File: config.mk
export PLATFORM = sky130hd
export DESIGN_NAME = larng_stream
export DESIGN_NICKNAME = d
export VERILOG_FILES = /design/src/rtl/larng_pkg.sv /design/src/rtl/larng_fifo.sv /design/src/rtl/larng_stream.sv
export SDC_FILE = /design/constraint.sdc
export NUM_CORES = 1
export LEC_CHECK = 0
export CAP_MARGIN = 5
export CORE_ASPECT_RATIO = 0.8
export CORE_MARGIN = 3
export CORE_UTILIZATION = 55
export DETAILED_ROUTE_END_ITERATION = 10
export PLACE_DENSITY = 0.8
export SYNTH_ARGS = -nofsm -noshare
export SYNTH_HDL_FRONTEND = slang
export SYNTH_SLANG_ARGS = --single-unit
File: constraint.sdc
create_clock -name wb_clk_i -period 7.54 [get_ports wb_clk_i]
set_clock_uncertainty 0.15 [all_clocks]
set_input_delay 1.508 -clock wb_clk_i [delete_from_list [all_inputs] [get_ports wb_clk_i]]
set_output_delay 1.508 -clock wb_clk_i [all_outputs]
set_load 0.03 [all_outputs]
File: src/rtl/larng_pkg.sv
// Shared constants and types for the larng_stream random-word generator.
package larng_pkg;

  // Register offsets within the Wishbone window
  localparam logic [31:0] OFF_CTRL   = 32'h0000_0000;
  localparam logic [31:0] OFF_STATUS = 32'h0000_0004;
  localparam logic [31:0] OFF_DATA   = 32'h0000_0008;
  localparam logic [31:0] OFF_SEED   = 32'h0000_000C;

  // CTRL bit positions
  localparam int CTRL_EN     = 0;
  localparam int CTRL_SPI_EN = 1;
  localparam int CTRL_IRQ_EN = 2;
  localparam int CTRL_FLUSH  = 3;
  localparam int CTRL_THRESH = 8;

  // STATUS bit positions
  localparam int ST_EMPTY = 16;
  localparam int ST_FULL  = 17;
  localparam int ST_OVF   = 18;
  localparam int ST_UNF   = 19;

  // Right-shifting Galois form of x^32 + x^22 + x^2 + x + 1
  localparam logic [31:0] LFSR_POLY    = 32'h8020_0003;
  localparam logic [31:0] DEFAULT_SEED = 32'hACE1_0001;

  // Stored CTRL fields; FLUSH is a pulse and is not held
  typedef struct packed {
    logic [7:0] thresh;
    logic       irq_en;
    logic       spi_en;
    logic       en;
  } ctrl_t;

  // One Galois step; the entropy bit is folded into the new bit 0
  function automatic logic [31:0] lfsr_step(input logic [31:0] s, input logic e);
    lfsr_step = ({1'b0, s[31:1]} ^ (s[0] ? LFSR_POLY : 32'h0)) ^ {31'd0, e};
  endfunction

endpackage

File: src/rtl/larng_fifo.sv
// Synchronous word FIFO with simultaneous push/pop and a flush that overrides both.
module larng_fifo #(
  parameter int W     = 32,
  parameter int DEPTH = 8
) (
  input  logic                       clk,
  input  logic                       rst_n,
  input  logic                       push,
  input  logic [W-1:0]               wdata,
  input  logic                       pop,
  input  logic                       flush,
  output logic [W-1:0]               rdata,
  output logic [$clog2(DEPTH):0]     level,
  output logic                       full,
  output logic                       empty
);
  localparam int AW = (DEPTH > 1) ? $clog2(DEPTH) : 1;
  localparam int LW = $clog2(DEPTH) + 1;

  logic [W-1:0]  mem [DEPTH];
  logic [AW-1:0] wptr, rptr;
  logic          do_push, do_pop;

  // A push into a full FIFO is still accepted when a pop frees the slot
  assign do_push = push & (~full | pop);
  assign do_pop  = pop & ~empty;
  assign full    = (level == LW'(DEPTH));
  assign empty   = (level == '0);
  assign rdata   = mem[rptr];

  // Storage write; contents need no reset since level gates every read
  always_ff @(posedge clk) begin
    if (do_push && !flush) mem[wptr] <= wdata;
  end

  // Pointer and occupancy bookkeeping
  always_ff @(posedge clk or negedge rst_n) begin
    if (!rst_n) begin
      wptr  <= '0;
      rptr  <= '0;
      level <= '0;
    end else if (flush) begin
      wptr  <= '0;
      rptr  <= '0;
      level <= '0;
    end else begin
      if (do_push) wptr <= wptr + AW'(1);
      if (do_pop)  rptr <= rptr + AW'(1);
      level <= level + LW'(do_push) - LW'(do_pop);
    end
  end

endmodule

File: src/rtl/larng_stream.sv
// Wishbone-mapped random-word generator: whitened LFSR, word FIFO, serial
// shift-out on an external clock, and a threshold/overflow interrupt.
module larng_stream
  import larng_pkg::*;
#(
  parameter logic [31:0] BASE_ADDR   = 32'h3013_3700,
  parameter logic [31:0] ADDR_MASK   = 32'hFFFF_FF00,
  parameter int          FIFO_DEPTH  = 8,
  parameter logic [31:0] LFSR_SEED   = DEFAULT_SEED,
  parameter int          SYNC_STAGES = 2
) (
  input  logic          wb_clk_i,
  input  logic          wb_rst_n_i,
  input  logic          wbs_stb_i,
  input  logic          wbs_cyc_i,
  input  logic          wbs_we_i,
  input  logic [3:0]    wbs_sel_i,
  input  logic [31:0]   wbs_adr_i,
  input  logic [31:0]   wbs_dat_i,
  output logic [31:0]   wbs_dat_o,
  output logic          wbs_ack_o,
  input  logic          i_entropy,
  input  logic          i_spi_clk,
  output logic          o_spi_data,
  output logic          o_irq,
  output logic [127:0]  o_debug
);
  localparam int LW = $clog2(FIFO_DEPTH) + 1;

  ctrl_t                  ctrl;
  logic [31:0]            lfsr, sh, off, ctrl_rd, status_rd, rd_mux, fifo_rdata;
  logic [4:0]             step_cnt;
  logic [5:0]             bcnt;
  logic [SYNC_STAGES-1:0] ent_sync, spi_sync;
  logic                   spi_prev, spi_rise, ent_s;
  logic                   req, wr_ctrl, wr_status, wr_seed, rd_data, flush;
  logic                   push, spi_load, fifo_pop, fifo_full, fifo_empty;
  logic                   ovf, unf;
  logic [LW-1:0]          fifo_level;
  logic [8:0]             lvl9;
  logic                   unused_sel;

  assign unused_sel = ^wbs_sel_i;

  // Bus decode; an ack cycle blocks re-acceptance so each access takes two cycles
  assign off       = wbs_adr_i & ~ADDR_MASK;
  assign req       = wbs_stb_i & wbs_cyc_i & ((wbs_adr_i & ADDR_MASK) == BASE_ADDR) & ~wbs_ack_o;
  assign wr_ctrl   = req &  wbs_we_i & (off == OFF_CTRL);
  assign wr_status = req &  wbs_we_i & (off == OFF_STATUS);
  assign wr_seed   = req &  wbs_we_i & (off == OFF_SEED);
  assign rd_data   = req & ~wbs_we_i & (off == OFF_DATA);
  assign flush     = wr_ctrl & wbs_dat_i[CTRL_FLUSH];

  assign ent_s    = ent_sync[SYNC_STAGES-1];
  assign spi_rise = spi_sync[SYNC_STAGES-1] & ~spi_prev;

  // A seed write takes precedence over stepping and resets the word counter
  assign push     = ctrl.en & ~wr_seed & (step_cnt == 5'd31);
  // A bus pop in the same cycle steals the serial load
  assign spi_load = spi_rise & ctrl.spi_en & (bcnt == 6'd0) & ~rd_data & ~fifo_empty;
  assign fifo_pop = rd_data | spi_load;

  larng_fifo #(.W(32), .DEPTH(FIFO_DEPTH)) u_fifo (
    .clk   (wb_clk_i),
    .rst_n (wb_rst_n_i),
    .push  (push),
    .wdata (lfsr_step(lfsr, ent_s)),
    .pop   (fifo_pop),
    .flush (flush),
    .rdata (fifo_rdata),
    .level (fifo_level),
    .full  (fifo_full),
    .empty (fifo_empty)
  );

  assign lvl9      = 9'(fifo_level);
  assign ctrl_rd   = {16'd0, ctrl.thresh, 5'd0, ctrl.irq_en, ctrl.spi_en, ctrl.en};
  assign status_rd = {12'd0, unf, ovf, fifo_full, fifo_empty, 7'd0, lvl9};
  assign o_debug   = {sh, ctrl_rd, status_rd, lfsr};

  // Read data mux; unmapped offsets and an empty DATA read return 0
  always_comb begin
    rd_mux = 32'h0;
    case (off)
      OFF_CTRL:   rd_mux = ctrl_rd;
      OFF_STATUS: rd_mux = status_rd;
      OFF_DATA:   rd_mux = fifo_empty ? 32'h0 : fifo_rdata;
      default:    rd_mux = 32'h0;
    endcase
  end

  // Synchroniser chains for the asynchronous entropy and shift-clock pads
  always_ff @(posedge wb_clk_i or negedge wb_rst_n_i) begin
    if (!wb_rst_n_i) begin
      ent_sync <= '0;
      spi_sync <= '0;
      spi_prev <= 1'b0;
    end else begin
      ent_sync <= {ent_sync[SYNC_STAGES-2:0], i_entropy};
      spi_sync <= {spi_sync[SYNC_STAGES-2:0], i_spi_clk};
      spi_prev <= spi_sync[SYNC_STAGES-1];
    end
  end

  // Wishbone response and control/status registers
  always_ff @(posedge wb_clk_i or negedge wb_rst_n_i) begin
    if (!wb_rst_n_i) begin
      wbs_ack_o <= 1'b0;
      wbs_dat_o <= 32'h0;
      ctrl      <= '0;
      ovf       <= 1'b0;
      unf       <= 1'b0;
      o_irq     <= 1'b0;
    end else begin
      wbs_ack_o <= req;
      wbs_dat_o <= (req & ~wbs_we_i) ? rd_mux : 32'h0;
      if (wr_ctrl)
        ctrl <= {wbs_dat_i[CTRL_THRESH +: 8], wbs_dat_i[CTRL_IRQ_EN],
                 wbs_dat_i[CTRL_SPI_EN], wbs_dat_i[CTRL_EN]};
      if (wr_status && wbs_dat_i[ST_OVF]) ovf <= 1'b0;
      if (wr_status && wbs_dat_i[ST_UNF]) unf <= 1'b0;
      if (push && fifo_full && !fifo_pop && !flush) ovf <= 1'b1;
      if (rd_data && fifo_empty) unf <= 1'b1;
      o_irq <= ctrl.irq_en & (((ctrl.thresh != 8'd0) & (lvl9 >= {1'b0, ctrl.thresh})) | ovf);
    end
  end

  // Generator: LFSR stepping and the 32-step word counter
  always_ff @(posedge wb_clk_i or negedge wb_rst_n_i) begin
    if (!wb_rst_n_i) begin
      lfsr     <= LFSR_SEED;
      step_cnt <= '0;
    end else if (wr_seed) begin
      lfsr     <= (wbs_dat_i == 32'h0) ? LFSR_SEED : wbs_dat_i;
      step_cnt <= '0;
    end else if (ctrl.en) begin
      lfsr     <= lfsr_step(lfsr, ent_s);
      step_cnt <= step_cnt + 5'd1;
    end
  end

  // Serial shift-out, MSB first, one bit per synchronised clock edge
  always_ff @(posedge wb_clk_i or negedge wb_rst_n_i) begin
    if (!wb_rst_n_i) begin
      sh         <= 32'h0;
      bcnt       <= '0;
      o_spi_data <= 1'b0;
    end else if (flush) begin
      sh   <= 32'h0;
      bcnt <= '0;
    end else if (spi_rise && ctrl.spi_en) begin
      if (bcnt == 6'd0) begin
        if (spi_load) begin
          sh         <= fifo_rdata;
          o_spi_data <= fifo_rdata[31];
          bcnt       <= 6'd31;
        end else begin
          o_spi_data <= 1'b0;
        end
      end else begin
        sh         <= {sh[30:0], 1'b0};
        o_spi_data <= sh[30];
        bcnt       <= bcnt - 6'd1;
      end
    end
  end

endmodule

==> results.json <==
{
  "diodes": 0,
  "core_area_sq_um": 29800,
  "pin_count": 238,
  "hold_buffers": 0,
  "insertion_delay_ns": 0.52,
  "globalRouteOverflowTotal": 0,
  "final_nets": 1385,
  "grt_max_degree": 79,
  "syn_inst": 1131,
  "clk_pin_slew_ns": 0.06,
  "vdd_drop_max_uv": 179,
  "max_clock_freq_mhz": 212,
  "wl_microns": 41400,
  "synth_ff_type": "edfxtp_1",
  "worst_ep_required_time_ns": 7.54,
  "syn-cell-area_sq_um": 16900,
  "finalCriticalPeriod_ns": 4.72,
  "tns_ns": 0,
  "detail_route.vias_per_cell": 6.01,
  "synth.most_common_cell": "edfxtp_1",
  "die_w_microns": 202,
  "grt_usage": 0.253,
  "maxCapViolations": 0,
  "post-place-ws_ns": 2.37,
  "fin_util": 0.671,
  "post_cts_buffers": 0,
  "drc": 0,
  "finalSetupViolations": 0,
  "htreeDepth": 2,
  "numCtsBuffers": 39,
  "cts_tree": "built",
  "area_growth_pct": 18.4,
  "wl_per_cell_microns": 23.9,
  "crit-reg2reg-launch": "wbs_ack_o",
  "hp-class": "reg -> reg",
  "outcome": "complete, no violations",
  "syn_avg_cell_area_sq_um": 14.9,
  "start_util": 0.567,
  "ys_warn_count": 0,
  "power_density_nw_per_um2": 211,
  "rsz0062_at_grt": "false",
  "netlist.area_leader.share": 0.456,
  "hold_violations": 0,
  "arrival_ns": 4.72,
  "postRouteAntennaNets": 0,
  "dieArea_sq_um": 32800,
  "cp-end-kind": "flip-flop",
  "synth_area_leaders": "edfxtp_1 46%, dfrtp_1 19%, mux4_2 8.5%",
  "min_from": "ent_sync[0]",
  "ys_seq_area_frac": 0.661,
  "rows": 56,
  "drive_above_1_share": 0.154,
  "antenna_found_initial": 0,
  "hpwlAfterDp_microns": 25800,
  "relSlewSlack": 0.267,
  "cts_root_buffer": "clkbuf_16",
  "place.gp.congestion": 0.890,
  "fin_hold_ws_ns": 0.207,
  "cp-start-kind": "primary input",
  "worstSetupPathType": "in -> reg",
  "vias": 10381,
  "synth-async-reset-ratio": 0.350,
  "period_share": 0.626,
  "finalPower_mw": 4.22,
  "synth_edf_count": 256,
  "ys_top_cells_by_count": "256 x edfxtp_1, 129 x dfrtp_1, 123 x nor2_1",
  "ys_types": 62,
  "yosysTopAreaCell": "edfxtp_1",
  "port_buffers": 188,
  "yosys_register_bits": 394,
  "drv_slew": 0,
  "grt_pass1_wl_microns": 63100,
  "die_y_microns": 163,
  "drtIter0Drc": 1078,
  "p_leak_nw": 6.27,
  "dr.pass1.iters": 7,
  "grt_pass1_vias": 10401,
  "cts.sinks": 394,
  "post_cts_resized": 0,
  "critPathLaunch": "wbs_adr_i[5]",
  "clk_path_buf_depth": 3,
  "tightest_slew_ns": 1.09,
  "setup_ws_ns": 2.82,
  "critical_path_peak_fanout": 27
}
## flip-flops by register name (all words and copies together) (netlist names)
signal and count:
spi_sync 2, step_cnt 5, o_debug 11, sh 32
o_irq 1, u_fifo.mem 256, o_spi_data 1, u_fifo.wptr 3
unf 1, wbs_ack_o 1, bcnt 6, wbs_dat_o 32
ovf 1, ent_sync 2, u_fifo.level 4, u_fifo.rptr 3
lfsr 32, spi_prev 1
## worst max-delay path: stages
cell and delay [ns]:
clkdlybuf4s50_1 0.43, nor4_1 0.58, nand4b_1 0.30, nor4_1 0.26, a21oi_1 0.12, inv_1 0.12, nand3b_1 0.23, nor3_2 0.59
buf_4 0.56
## placed cells by master (no fill, tap or decap), drive strengths merged, types with 16 or more instances in the layout
cell type      instances
inv                   18
edfxtp               256
nor4                  30
conb                  45
mux2                  25
mux4                  64
mux2i                 54
dfrtp                129
nor2                 123
o211ai                16
clkdlybuf4s50        187
buf                   25
nor3                  17
clkbuf                60
nand2                 55
a21oi                 67
## metal layers
metal | vias to the layer above | GRT usage | wire length, microns
met1 | 5220 | 0.362 | 16600
met2 | 601 | 0.385 | 18900
met5 | - | 0 | 0
met4 | 0 | 0.0777 | 1230
met3 | 94 | 0.0731 | 4650
li1 | 4466 | - | -
## layout make-up
class / count / area (sq um)
inverters: 17 / 63.8
fillers: 1996 / 9790
flip-flops and latches: 394 / 11200
multi-input cells: 630 / 5000
clock inverters: 9 / 100
well taps: 406 / 508
repair buffers: 212 / 2060
clock buffers: 60 / 1090
## power breakdown
part / switching (mW) / leakage (nW) / internal (mW)
sequential: 0.000992 / 3.18 / 2.28
clock: 0.765 / 0.581 / 1.07
combinational: 0.0658 / 2.51 / 0.0361
total: 0.831 / 6.27 / 3.39
## final timing paths
kind	endpoint	slack, ns	cells past startpoint
hold / removal	ent_sync[1]	0.21	0
min in group asynchronous	sh[23]	0.89	1
setup reg to reg	u_fifo.mem[0][15]	4.03	9
setup / recovery	u_fifo.mem[0][15]	2.82	9
max in group asynchronous	u_fifo.rptr[0]	4.86	2
hold reg to reg	ent_sync[1]	0.21	0
## logic make-up after synthesis
| kind of cell | after synthesis | synth area share |
|---|---|---|
| buffers and inverters | 151 | 0.0548 |
| flip-flops | 394 | 0.661 |
| AO/OA/AOI/OAI | 125 | 0.0457 |
| AND/OR/NAND/NOR | 289 | 0.0858 |
| multiplexers | 143 | 0.134 |
| XOR/XNOR | 12 | 0.00623 |
| adder cells (fa/ha/maj) | 16 | 0.0123 |
| other | 1 | 0.000222 |
## per-stage QoR
step,instance area [sq um],cells
final,20000,1728
after global routing,20000,1728
after CTS,20000,1728
after detailed placement,18800,1659
after global placement,18800,1659
after floorplan,17000,1175
No activity file was read; power rests on OpenSTA's default activity.
